===== config.mk =====
export PLATFORM = sky130hd
export DESIGN_NAME = rv32_pipe_queue_flat
export DESIGN_NICKNAME = d
export VERILOG_FILES = /design/src/rtl/rv32_pipe_pkg.sv /design/src/rtl/rv32_pipe_queue_if.sv /design/src/rtl/rv32_queue_mem.sv /design/src/rtl/rv32_pipe_queue.sv /design/src/flat_wrapper.sv
export SDC_FILE = /design/constraint.sdc
export NUM_CORES = 1
export LEC_CHECK = 0
export ABC_AREA = 1
export ABC_CLOCK_PERIOD_IN_PS = 8119
export BUFFER_PORTS_ARGS = -buffer_cell sky130_fd_sc_hd__buf_2
export CAP_MARGIN = 25
export CORE_MARGIN = 2
export CORE_UTILIZATION = 49
export CTS_BUF_LIST = sky130_fd_sc_hd__clkbuf_8
export DETAILED_ROUTE_END_ITERATION = 10
export PLACE_DENSITY = 0.78
export SLEW_MARGIN = 20
export SYNTH_ARGS = -nofsm -noshare
export SYNTH_HDL_FRONTEND = slang
export SYNTH_SLANG_ARGS = --single-unit

===== constraint.sdc =====
create_clock -name clk -period 8.12 [get_ports clk]
set_input_delay 1.624 -clock clk [delete_from_list [all_inputs] [get_ports clk]]
set_output_delay 1.624 -clock clk [all_outputs]
set_load 0.01 [all_outputs]

===== src/rtl/rv32_pipe_pkg.sv =====
// Shared RV32 pipeline definitions: NOP control fields and the ID/EX payload layout.
package rv32_pipe_pkg;

  localparam int ID_EX_WIDTH = 103;

  localparam logic [31:0] NOP_INSTR     = 32'h0000_0013;
  localparam logic [4:0]  ALU_NOP       = {1'b0, 4'd7};
  localparam logic [18:0] RB_NOP        = 19'd0;
  localparam logic [3:0]  BSHIFT_NOP    = 4'd0;
  localparam logic [4:0]  PC_CTRL_NOP   = {1'b1, 3'd0, 1'b1};
  localparam logic [1:0]  DATA_CTRL_NOP = {1'b0, 1'b1};

  // Low bit of each field, MSB-first order: code, pc, alu, rb, bshift, pc_ctrl, data_ctrl, spare
  localparam int SPARE_LSB     = 0;
  localparam int DATA_CTRL_LSB = 4;
  localparam int PC_CTRL_LSB   = 6;
  localparam int BSHIFT_LSB    = 11;
  localparam int RB_LSB        = 15;
  localparam int ALU_LSB       = 34;
  localparam int PC_LSB        = 39;
  localparam int CODE_LSB      = 71;

  localparam logic [ID_EX_WIDTH-1:0] ID_EX_NOP = {
    NOP_INSTR, 32'd0, ALU_NOP, RB_NOP, BSHIFT_NOP, PC_CTRL_NOP, DATA_CTRL_NOP, 4'd0
  };

  typedef struct packed {
    logic [31:0] code;
    logic [31:0] pc;
    logic [4:0]  alu;
    logic [18:0] rb;
    logic [3:0]  bshift;
    logic [4:0]  pc_ctrl;
    logic [1:0]  data_ctrl;
    logic [3:0]  spare;
  } id_ex_t;

  function automatic logic [ID_EX_WIDTH-1:0] pack_id_ex(input id_ex_t f);
    return f;
  endfunction

endpackage


===== src/rtl/rv32_pipe_queue_if.sv =====
// Valid/ready handshake bundle between two pipeline stages, plus flush and occupancy.
interface rv32_pipe_queue_if #(
  parameter int WIDTH = 103,
  parameter int DEPTH = 2
) ();
  localparam int CW = $clog2(DEPTH) + 1;

  logic             flush;
  logic             in_valid;
  logic             in_ready;
  logic [WIDTH-1:0] in_data;
  logic             out_valid;
  logic             out_ready;
  logic [WIDTH-1:0] out_data;
  logic [CW-1:0]    count;

  modport master (
    output flush, in_valid, in_data, out_ready,
    input  in_ready, out_valid, out_data, count
  );

  modport slave (
    input  flush, in_valid, in_data, out_ready,
    output in_ready, out_valid, out_data, count
  );
endinterface


===== src/rtl/rv32_queue_mem.sv =====
// DEPTH x WIDTH storage for the pipe queue: one write port, asynchronous read, no reset.
module rv32_queue_mem #(
  parameter int WIDTH = 103,
  parameter int DEPTH = 2,
  localparam int PW = $clog2(DEPTH)
) (
  input  logic             clk,
  input  logic             wr_en,
  input  logic [PW-1:0]    wr_addr,
  input  logic [WIDTH-1:0] wr_data,
  input  logic [PW-1:0]    rd_addr,
  output logic [WIDTH-1:0] rd_data
);
  logic [WIDTH-1:0] mem [DEPTH];

  always_ff @(posedge clk) begin
    if (wr_en) mem[wr_addr] <= wr_data;
  end

  assign rd_data = mem[rd_addr];
endmodule


===== src/rtl/rv32_pipe_queue.sv =====
// Parametrised pipeline-stage FIFO with valid/ready handshakes; shows the NOP payload when empty.
module rv32_pipe_queue
  import rv32_pipe_pkg::*;
#(
  parameter int                WIDTH     = 103,
  parameter int                DEPTH     = 2,
  parameter logic [WIDTH-1:0]  NOP_VALUE = ID_EX_NOP
) (
  input  logic                 clk,
  input  logic                 rst,
  rv32_pipe_queue_if.slave     q
);
  localparam int PW = $clog2(DEPTH);
  localparam int CW = PW + 1;
  localparam logic [CW-1:0] FULL_COUNT = CW'(DEPTH);

  logic [PW-1:0]    wr_ptr_reg;
  logic [PW-1:0]    rd_ptr_reg;
  logic [CW-1:0]    count_reg;
  logic [WIDTH-1:0] head_data;
  logic             in_ready_w;
  logic             out_valid_w;
  logic             push;
  logic             pop;

  // Handshake outputs come only from count_reg, so out_ready never reaches in_ready.
  assign in_ready_w  = (count_reg < FULL_COUNT);
  assign out_valid_w = (count_reg != '0);
  assign push        = q.in_valid && in_ready_w;
  assign pop         = out_valid_w && q.out_ready;

  always_ff @(posedge clk or posedge rst) begin
    if (rst) begin
      wr_ptr_reg <= '0;
      rd_ptr_reg <= '0;
      count_reg  <= '0;
    end else if (q.flush) begin
      wr_ptr_reg <= '0;
      rd_ptr_reg <= '0;
      count_reg  <= '0;
    end else begin
      if (push) wr_ptr_reg <= wr_ptr_reg + 1'b1;
      if (pop)  rd_ptr_reg <= rd_ptr_reg + 1'b1;
      count_reg <= count_reg + CW'(push) - CW'(pop);
    end
  end

  rv32_queue_mem #(
    .WIDTH (WIDTH),
    .DEPTH (DEPTH)
  ) u_mem (
    .clk     (clk),
    .wr_en   (push && !q.flush),
    .wr_addr (wr_ptr_reg),
    .wr_data (q.in_data),
    .rd_addr (rd_ptr_reg),
    .rd_data (head_data)
  );

  assign q.in_ready  = in_ready_w;
  assign q.out_valid = out_valid_w;
  assign q.out_data  = out_valid_w ? head_data : NOP_VALUE;
  assign q.count     = count_reg;
endmodule


===== src/flat_wrapper.sv =====
// flat-port wrapper written by rule: the top's interface ports become plain ports
module rv32_pipe_queue_flat import rv32_pipe_pkg::*;
#(
  parameter int                WIDTH     = 103,
  parameter int                DEPTH     = 2,
  parameter logic [WIDTH-1:0]  NOP_VALUE = ID_EX_NOP
)
  (clk, rst, q_flush, q_in_valid, q_in_data, q_out_ready, q_in_ready, q_out_valid, q_out_data, q_count);
  rv32_pipe_queue_if #(.WIDTH(WIDTH), .DEPTH(DEPTH)) q_i ();
  input  logic clk;
  input  logic rst;
  input wire logic [$bits(q_i.flush)-1:0] q_flush;
  input wire logic [$bits(q_i.in_valid)-1:0] q_in_valid;
  input wire logic [$bits(q_i.in_data)-1:0] q_in_data;
  input wire logic [$bits(q_i.out_ready)-1:0] q_out_ready;
  output wire logic [$bits(q_i.in_ready)-1:0] q_in_ready;
  output wire logic [$bits(q_i.out_valid)-1:0] q_out_valid;
  output wire logic [$bits(q_i.out_data)-1:0] q_out_data;
  output wire logic [$bits(q_i.count)-1:0] q_count;
  assign q_i.flush = q_flush;
  assign q_i.in_valid = q_in_valid;
  assign q_i.in_data = q_in_data;
  assign q_i.out_ready = q_out_ready;
  assign q_in_ready = q_i.in_ready;
  assign q_out_valid = q_i.out_valid;
  assign q_out_data = q_i.out_data;
  assign q_count = q_i.count;
  rv32_pipe_queue #(.WIDTH(WIDTH), .DEPTH(DEPTH), .NOP_VALUE(NOP_VALUE)) u_core (.clk(clk), .rst(rst), .q(q_i));
endmodule

==> reports/qor.json, run 1 <==
{
  "fin_crit": {"value": 4.12, "unit": "ns"},
  "synth-seq-area-share": {"value": 78.8, "unit": "%"},
  "dieWidth": {"value": 132, "unit": "um"},
  "finalSetupTns": {"value": 0, "unit": "ns"},
  "clockBufferDepth": {"value": 3},
  "share_of_yosys_cell_area_claimed_by_the_top_area_cell_type": {"value": 77.6, "unit": "%"},
  "finalWirelength": {"value": 16.4, "unit": "mm"},
  "syn-cell-area": {"value": 7970, "unit": "um^2"},
  "detail_routed_net_length_per_standard_cell": {"value": 15.6, "unit": "um"},
  "overall_global_routing_usage": {"value": 18.7, "unit": "%"},
  "synth-async-reset-ratio": {"value": 1.90, "unit": "%"},
  "status": {"value": "complete, no violations"},
  "final_period_util": {"value": 50.7, "unit": "%"},
  "slew_violations": {"value": 0},
  "power-per-cell-area": {"value": 314, "unit": "nW/um^2"},
  "cts.sinks": {"value": 210},
  "final-setup-viol-count": {"value": 0},
  "io_pins": {"value": 215},
  "clkLatencyLatePin": {"value": 0.50, "unit": "ns"},
  "drtPass1Iterations": {"value": 4},
  "crit_arrival": {"value": 2.49, "unit": "ns"},
  "worst-path-max-fanout": {"value": 81},
  "path_clk_slew": {"value": 0.06, "unit": "ns"},
  "globalRoute.totalOverflow": {"value": 0},
  "routed-via-count": {"value": 5266},
  "area_delta_synth_final": {"value": 23.1, "unit": "%"},
  "ys_types": {"value": 15},
  "drt-initial-drc-count": {"value": 283},
  "irDropWorstVdd": {"value": 0.219, "unit": "mV"},
  "design_power_total": {"value": 3.08, "unit": "mW"},
  "maximum_number_of_pins_on_one_net_before_global_route_repair": {"value": 82},
  "drc_violations": {"value": 0},
  "core": {"value": 15900, "unit": "um^2"},
  "worst_setup_path_end_kind": {"value": "output port"},
  "finalHoldWorstSlack": {"value": 0.547, "unit": "ns"},
  "synth-edff-count": {"value": 206},
  "synth_fa_ha_area_share": {"value": 0.314, "unit": "%"},
  "grt_pass1_vias": {"value": 5319},
  "post-synth-top-count-cell": {"value": "sky130_fd_sc_hd__nand2_1"},
  "timing_worst_slew_pin_value": {"value": 0.868, "unit": "ns"},
  "timing.hold.worst.class": {"value": "reg2reg"},
  "grt_pass1_wl": {"value": 25.6, "unit": "mm"},
  "synth_cells": {"value": 586},
  "finish.instance_area": {"value": 9820, "unit": "um^2"},
  "synth_area_leaders": {"value": "sky130_fd_sc_hd__edfxtp_1, sky130_fd_sc_hd__nand2_1, sky130_fd_sc_hd__a21oi_1, sky130_fd_sc_hd__buf_6, sky130_fd_sc_hd__dfrtp_1"},
  "finalHoldViolations": {"value": 0},
  "predominant_post_synthesis_flop_cell": {"value": "sky130_fd_sc_hd__edfxtp_1"},
  "number_of_flip_flops_under_the_largest_register_name": {"value": 206},
  "cts_tree": {"value": "built"},
  "synth_area_per_inst": {"value": 13.6, "unit": "um^2"},
  "post_cts_hold_buffer_count": {"value": 0},
  "worst_slew_margin_rel": {"value": 42.2, "unit": "%"},
  "synth.mux.area_fraction": {"value": 0, "unit": "%"},
  "drive_gt1_share": {"value": 32.1, "unit": "%"},
  "start_util": {"value": 50.2, "unit": "%"},
  "placed_area": {"value": 9170, "unit": "um^2"},
  "skew": {"value": 0.0244, "unit": "ns"},
  "parity_gate_share_of_the_synthesized_area_counting_xor_and_xnor_cells": {"value": 0, "unit": "%"},
  "synth_warnings": {"value": 0},
  "grt_setup_unrepaired": {"value": "no"},
  "synth-compound-area-share": {"value": 6.03, "unit": "%"},
  "fmax": {"value": 0.243, "unit": "GHz"},
  "synth_fp_nets": {"value": 696},
  "post-synth-top-area-cell": {"value": "sky130_fd_sc_hd__edfxtp_1"},
  "power.leakage": {"value": 4.00, "unit": "nW"},
  "place_hpwl": {"value": 10.1, "unit": "mm"},
  "finish.net_count": {"value": 921},
  "clock_tree.root_cell": {"value": "sky130_fd_sc_hd__clkbuf_8"},
  "cts.repair.resized": {"value": 0},
  "cts-buffers-inserted": {"value": 34},
  "grt_antenna_before_repair": {"value": 1},
  "die_height": {"value": 132, "unit": "um"},
  "synth_simple_gate_area_share": {"value": 11.2, "unit": "%"},
  "largest_family_of_logic_cells_by_synthesized_area": {"value": "simple AND/OR/NAND/NOR gates"},
  "place.port_buffers": {"value": 214},
  "crit_type": {"value": "reg2out"},
  "drt-vias-per-instance": {"value": 5.01},
  "fp.dieArea": {"value": 17300, "unit": "um^2"},
  "gp_congestion": {"value": 0.780},
  "ant_nets": {"value": 0},
  "max_cap_viol_count": {"value": 0},
  "synth-seq-cells": {"value": 210},
  "post_cts.repair.setup_buffers": {"value": 0},
  "synthTopCellsByCount": {"value": "sky130_fd_sc_hd__nand2_1, sky130_fd_sc_hd__edfxtp_1, sky130_fd_sc_hd__a21oi_1"},
  "ctsHtreeMaxLevel": {"value": 2},
  "startpoint_type": {"value": "register"},
  "placement_rows": {"value": 46},
  "required": {"value": 6.50, "unit": "ns"}
}
==> logic make-up after synthesis <==
logic type	Yosys count
AOI/OAI and AO/OA	96
adders and majority gates	2
buffers and inverters	45
DFF	210
and+or+nand+nor	233
==> final timing paths <==
| path | start | end | slack [ns] | depth (start not counted) |
|---|---|---|---|---|
| min reg2reg | u_core.wr_ptr_reg | u_core.wr_ptr_reg | 0.55 | 2 |
| min | u_core.wr_ptr_reg | u_core.wr_ptr_reg | 0.55 | 2 |
| min in group asynchronous | rst | u_core.q.count[1] | 1.00 | 2 |
| max | u_core.rd_ptr_reg | q_out_data[15] | 4.00 | 5 |
| max reg2reg | u_core.q.count[1] | u_core.u_mem.mem[1][57] | 6.13 | 4 |
| max in group asynchronous | rst | u_core.rd_ptr_reg | 6.94 | 2 |
==> area by class of cell <==
| type | count | area [um^2] |
|---|---|---|
| inverters | 11 | 42.5 |
| repair buffers | 223 | 1160 |
| well taps | 216 | 270 |
| diodes | 1 | 2.50 |
| flip-flops and latches | 210 | 6290 |
| clock inverters | 23 | 115 |
| multi-input cells | 331 | 1420 |
| clock buffers | 37 | 509 |
| fillers | 1255 | 6070 |
==> worst max-delay path, stage by stage, from the launching register on <==
cell and delay (ns):
sky130_fd_sc_hd__dfrtp_4 0.47, sky130_fd_sc_hd__clkinv_2 0.24, sky130_fd_sc_hd__buf_4 0.75, sky130_fd_sc_hd__nand2_1 0.11, sky130_fd_sc_hd__a21oi_1 0.23, sky130_fd_sc_hd__buf_2 0.17
==> through the flow <==
step | worst slack, ns | cells | util [%]
2_1_floorplan | 1.48 | 586 | -
3_3_place_gp | 4.29 | 989 | 57.6
3_5_place_dp | 4.27 | 990 | 57.7
4_1_cts | 3.70 | 1050 | 61.6
5_1_grt | 3.81 | 1052 | 61.8
6_report | 4.00 | 1052 | 61.8
==> power by group <==
group | internal [mW] | switching (mW)
registers | 1.31 | 0.0273
clock network | 0.449 | 0.375
logic | 0.304 | 0.613
==> cell usage in the layout (no fill, tap or decap) <==
master	Yosys	routed
sky130_fd_sc_hd__a21oi_1	95	95
sky130_fd_sc_hd__buf_12	0	2
sky130_fd_sc_hd__buf_2	19	214
sky130_fd_sc_hd__buf_4	5	7
sky130_fd_sc_hd__bufinv_16	0	1
sky130_fd_sc_hd__clkbuf_8	0	37
sky130_fd_sc_hd__clkinv_1	0	7
sky130_fd_sc_hd__clkinv_2	1	3
sky130_fd_sc_hd__dfrtp_1	4	3
sky130_fd_sc_hd__dfrtp_4	0	1
sky130_fd_sc_hd__diode_2	0	1
sky130_fd_sc_hd__edfxtp_1	206	206
sky130_fd_sc_hd__ha_1	2	2
sky130_fd_sc_hd__inv_1	10	23
sky130_fd_sc_hd__nand2_1	213	213
sky130_fd_sc_hd__nand3_1	12	12
sky130_fd_sc_hd__nor2_1	6	5
sky130_fd_sc_hd__nor2_4	0	2
sky130_fd_sc_hd__nor3_4	0	1
sky130_fd_sc_hd__o21ai_0	1	1
==> routing by layer <==
metal / track usage (%) / wire length [um] / vias up
met3: 5.98 / 1210 / 42
met5: 0 / 0 / -
met1: 21.9 / 6490 / 2500
met4: 7.73 / 508 / 0
met2: 31.9 / 8230 / 201
li1: - / - / 2523
Power figures use the tool's default switching activity.
==> run 2: changes to the inputs <==
--- a/config.mk
+++ b/config.mk
@@ -5,15 +5,15 @@
 export SDC_FILE = /design/constraint.sdc
 export NUM_CORES = 1
 export LEC_CHECK = 0
-export ABC_AREA = 1
-export ABC_CLOCK_PERIOD_IN_PS = 8119
+export ABC_AREA = 0
+export ABC_CLOCK_PERIOD_IN_PS = 3800
 export BUFFER_PORTS_ARGS = -buffer_cell sky130_fd_sc_hd__buf_2
 export CAP_MARGIN = 25
 export CORE_MARGIN = 2
-export CORE_UTILIZATION = 49
+export CORE_UTILIZATION = 52
 export CTS_BUF_LIST = sky130_fd_sc_hd__clkbuf_8
 export DETAILED_ROUTE_END_ITERATION = 10
-export PLACE_DENSITY = 0.78
+export PLACE_DENSITY = 0.79
 export SLEW_MARGIN = 20
 export SYNTH_ARGS = -nofsm -noshare
 export SYNTH_HDL_FRONTEND = slang
==> constraint.sdc (replaced) <==
create_clock -name clk -period 3.8 [get_ports clk]
set_input_delay 0.76 -clock clk [delete_from_list [all_inputs] [get_ports clk]]
set_output_delay 0.76 -clock clk [all_outputs]
set_load 0.01 [all_outputs]
==> reports/qor.json, run 2 <==
{
  "status": {"value": "complete, no violations"},
  "synth-edff-count": {"value": 206, "change": "unchanged"},
  "predominant_post_synthesis_flop_cell": {"value": "sky130_fd_sc_hd__edfxtp_1"},
  "start_util": {"value": 53.0, "unit": "%", "change": "+2.8 points"},
  "finalWirelength": {"value": 15.5, "unit": "mm", "change": "-5.5%"},
  "rr_endpoint": {"value": "u_core.u_mem.mem[1][29]"},
  "path_clk_slew": {"value": 0.06, "unit": "ns", "change": "about the same"},
  "cts.repair.resized": {"value": 0, "change": "unchanged"},
  "netSwitchingPower": {"value": 2.17, "unit": "mW", "change": "+110%"},
  "routed-via-count": {"value": 4611, "change": "-12%"},
  "power.share.clock": {"value": 26.2, "unit": "%", "change": "-0.6 points"},
  "synth-async-reset-ratio": {"value": 1.90, "unit": "%", "change": "unchanged"},
  "synth-seq-cells": {"value": 210, "change": "unchanged"},
  "drt-vias-per-instance": {"value": 5.06, "change": "+1.1%"},
  "drive_gt1_share": {"value": 37.7, "unit": "%", "change": "+5.6 points"},
  "ant_nets": {"value": 0, "change": "unchanged"},
  "worst_slew_margin_rel": {"value": 52.8, "unit": "%", "change": "+11 points"},
  "share_of_yosys_cell_area_claimed_by_the_top_area_cell_type": {"value": 77.1, "unit": "%", "change": "-0.53 points"},
  "layout.area.seq": {"value": 6290, "unit": "um^2", "change": "unchanged"},
  "drc_violations": {"value": 0, "change": "unchanged"},
  "skew": {"value": 0.0107, "unit": "ns", "change": "-0.0137 ns"},
  "gr-usage-met2": {"value": 31.3, "unit": "%", "change": "-0.68 points"},
  "finalHoldWorstSlack": {"value": 0.155, "unit": "ns", "change": "-0.393 ns"},
  "synth-seq-area-share": {"value": 78.3, "unit": "%", "change": "-0.54 points"},
  "synth_cells": {"value": 459, "change": "-22%"},
  "synth_fp_nets": {"value": 569, "change": "-18%"},
  "final_period_util": {"value": 78.1, "unit": "%"},
  "synthTopCellsByCount": {"value": "sky130_fd_sc_hd__edfxtp_1, sky130_fd_sc_hd__mux2i_1, sky130_fd_sc_hd__nor2_1"},
  "fmax": {"value": 0.337, "unit": "GHz"},
  "power_frac_comb": {"value": 30.8, "unit": "%", "change": "+1.0 points"},
  "core": {"value": 15100, "unit": "um^2", "change": "-4.7%"},
  "gp_congestion": {"value": 0.783, "change": "+0.33%"},
  "seqPwrFrac": {"value": 42.9, "unit": "%", "change": "-0.5 points"},
  "cp_slowest_cell": {"value": "sky130_fd_sc_hd__dfrtp_4"},
  "synth_warnings": {"value": 0, "change": "unchanged"},
  "post_cts_hold_buffer_count": {"value": 0, "change": "unchanged"},
  "most_common_cell_after_layout_fill_and_taps_aside": {"value": "sky130_fd_sc_hd__buf_2"},
  "globalRoute.totalOverflow": {"value": 0, "change": "unchanged"},
  "grt_busiest_layer": {"value": "met2"},
  "clkLatencyLatePin": {"value": 0.49, "unit": "ns", "change": "about the same"},
  "irDropWorstVdd": {"value": 0.711, "unit": "mV", "change": "+220%"},
  "critical-path-top-delay-family": {"value": "flip-flops"},
  "internal_power": {"value": 4.58, "unit": "mW", "change": "+120%"},
  "placement_rows": {"value": 45, "change": "-2.2%"},
  "reg2reg_setup_slack": {"value": 1.71, "unit": "ns", "change": "-4.42 ns"},
  "fin_crit": {"value": 2.97, "unit": "ns"},
  "finalHoldViolations": {"value": 0, "change": "unchanged"},
  "number_of_cells_on_the_worst_reg_to_reg_path": {"value": 3, "change": "-1"},
  "drt-initial-drc-count": {"value": 221, "change": "-22%"},
  "slew_violations": {"value": 0, "change": "unchanged"},
  "synth_area_leaders": {"value": "sky130_fd_sc_hd__edfxtp_1, sky130_fd_sc_hd__mux2i_1, sky130_fd_sc_hd__nor2_1, sky130_fd_sc_hd__buf_8, sky130_fd_sc_hd__dfrtp_1"},
  "final.fill_count": {"value": 1070, "change": "-15%"},
  "crit_arrival": {"value": 2.21, "unit": "ns", "change": "-0.28 ns"},
  "cp_cell_sequence": {"value": "buf_4 > mux2i_1 > nor2_1 > buf_2"},
  "rr_startpoint": {"value": "u_core.q.count[1]"},
  "max_cap_viol_count": {"value": 0, "change": "unchanged"},
  "cts-buffers-inserted": {"value": 35, "change": "+2.9%"},
  "number_of_flip_flops_under_the_largest_register_name": {"value": 206, "change": "unchanged"},
  "final-setup-viol-count": {"value": 0, "change": "unchanged"},
  "worst_setup_path_end_kind": {"value": "output port"},
  "grt_pass1_wl": {"value": 23.7, "unit": "mm", "change": "-7.2%"},
  "worst-path-max-fanout": {"value": 30, "change": "-63%"},
  "met1_usage_in_global_routing": {"value": 22.9, "unit": "%", "change": "+0.97 points"},
  "mostFrequentLayoutCells": {"value": "sky130_fd_sc_hd__buf_2, sky130_fd_sc_hd__edfxtp_1, sky130_fd_sc_hd__mux2i_1"},
  "switching_share": {"value": 32.2, "unit": "%", "change": "-0.83 points"},
  "timing.critical_path.from": {"value": "u_core.rd_ptr_reg"},
  "overall_global_routing_usage": {"value": 18.8, "unit": "%", "change": "+0.10 points"},
  "crit_type": {"value": "reg2out"},
  "multiInputGateArea": {"value": 1560, "unit": "um^2", "change": "+9.4%"},
  "area_delta_synth_final": {"value": 23.6, "unit": "%"},
  "timing.hold.worst.class": {"value": "in2async"},
  "syn-cell-area": {"value": 8030, "unit": "um^2", "change": "+0.69%"},
  "post-synth-top-count-cell": {"value": "sky130_fd_sc_hd__edfxtp_1"},
  "ys_types": {"value": 19, "change": "+4"},
  "place_hpwl": {"value": 10.2, "unit": "mm", "change": "+1.3%"},
  "finish.net_count": {"value": 808, "change": "-12%"},
  "required": {"value": 3.04, "unit": "ns", "change": "-3.46 ns"},
  "place.port_buffers": {"value": 214, "change": "unchanged"},
  "clockBufferDepth": {"value": 3, "change": "unchanged"},
  "grt_antenna_before_repair": {"value": 2, "change": "+1"},
  "dieWidth": {"value": 128, "unit": "um", "change": "-2.5%"},
  "power.leakage": {"value": 3.87, "unit": "nW", "change": "-3.3%"},
  "startpoint_type": {"value": "register"},
  "cts.sinks": {"value": 210, "change": "unchanged"},
  "post-synth-top-area-cell": {"value": "sky130_fd_sc_hd__edfxtp_1"},
  "fin_util": {"value": 65.5, "unit": "%", "change": "+3.7 points"},
  "grt_pass1_vias": {"value": 4875, "change": "-8.3%"},
  "timing_worst_slew_pin_value": {"value": 0.708, "unit": "ns", "change": "-0.160 ns"},
  "drtPass1Iterations": {"value": 6, "change": "+2"},
  "worstPathBufferInverterCount": {"value": 2, "change": "-1"},
  "detail_routed_net_length_per_standard_cell": {"value": 17.0, "unit": "um", "change": "+9.1%"},
  "die_height": {"value": 128, "unit": "um", "change": "-2.5%"},
  "maximum_number_of_pins_on_one_net_before_global_route_repair": {"value": 61, "change": "-26%"},
  "post_cts.repair.setup_buffers": {"value": 0, "change": "unchanged"},
  "use_met3": {"value": 6.97, "unit": "%", "change": "+0.99 points"},
  "critPathMaxStageDelay": {"value": 0.78, "unit": "ns", "change": "+0.03 ns"},
  "io_pins": {"value": 215, "change": "unchanged"},
  "power-per-cell-area": {"value": 681, "unit": "nW/um^2", "change": "+120%"},
  "synth_area_per_inst": {"value": 17.5, "unit": "um^2", "change": "+29%"},
  "clock_tree.root_cell": {"value": "sky130_fd_sc_hd__clkbuf_8"},
  "fp.dieArea": {"value": 16400, "unit": "um^2", "change": "-5.0%"},
  "grt_setup_unrepaired": {"value": "no"},
  "ctsHtreeMaxLevel": {"value": 2, "change": "unchanged"},
  "cts_tree": {"value": "built"}
}
-- run 2: cell count changes in the layout (fill, tap and decap cells not counted), moves of 2 or more --
cell                       change
sky130_fd_sc_hd__a21oi_1      -95
sky130_fd_sc_hd__clkbuf_8      +4
sky130_fd_sc_hd__clkinv_1      -4
sky130_fd_sc_hd__clkinv_2      -2
sky130_fd_sc_hd__inv_1         -2
sky130_fd_sc_hd__mux2i_1     +103
sky130_fd_sc_hd__nand2_1     -204
sky130_fd_sc_hd__nand3_1      -12
sky130_fd_sc_hd__nor2_1       +92
sky130_fd_sc_hd__xnor2_1       +3
-- run 2: kinds of logic after synthesis --
family,count (synthesis),synth area share [%]
and+or+nand+nor,111,5.39
adders and majority gates,2,0.312
buffers and inverters,28,2.65
xor gates and xnor gates,4,0.436
AOI/OAI and AO/OA,1,0.0623
DFF,210,78.3
muxes,103,12.8
-- run 2: worst max path at each step --
stage,depth (start not counted),slack [ns],to
floorplan,2,-0.20,u_core.u_mem.mem[0][0]
global placement,4,1.34,q_out_data[22]
detailed placement,4,1.31,u_core.u_mem.mem[1][94]
CTS,4,0.78,q_out_data[58]
global route,4,0.67,q_out_data[38]
finish,4,0.83,q_out_data[58]
-- run 2: layout make-up --
cell class                      instances  share of cell area, %
Sequential cell                       210                   63.4
Multi-Input combinational cell        221                   15.7
Timing Repair Buffer                  224                   11.8
Clock buffer                           41                   5.69
Tap cell                              188                   2.37
Clock inverter                         20                  0.770
Inverter                                6                  0.227
Antenna cell                            1                 0.0252
-- run 2: metrics by stage --
| step | area [um^2] | setup TNS, ns | power, mW | worst slack (ns) | instances |
|---|---|---|---|---|---|
| after global routing | 9920 | 0 | 7.13 | 0.670 | 911 |
| after global placement | 9280 | 0 | 5.00 | 1.34 | 849 |
| final | 9920 | 0 | 6.75 | 0.831 | 911 |
| after CTS | 9920 | 0 | 6.85 | 0.781 | 910 |
| after detailed placement | 9280 | 0 | 5.06 | 1.31 | 849 |
| after floorplan | 8050 | -20.21 | 4.30 | -0.196 | 459 |
-- run 2: power groups by stage --
stage               combinational [mW]  clock [mW]  sequential (mW)
floorplan                         1.41           0             2.89
global placement                  2.07           0             2.94
detailed placement                2.11           0             2.95
CTS                               2.12        1.83             2.90
global route                      2.28        1.94             2.92
finish                            2.08        1.77             2.90
-- run 2: per-layer routing --
metal  up-vias  share of wire (%)
li1       2181                  -
met1      2224                 41
met2       180                 49
met3        24                8.3
met4         2                1.4
met5         -              0.045
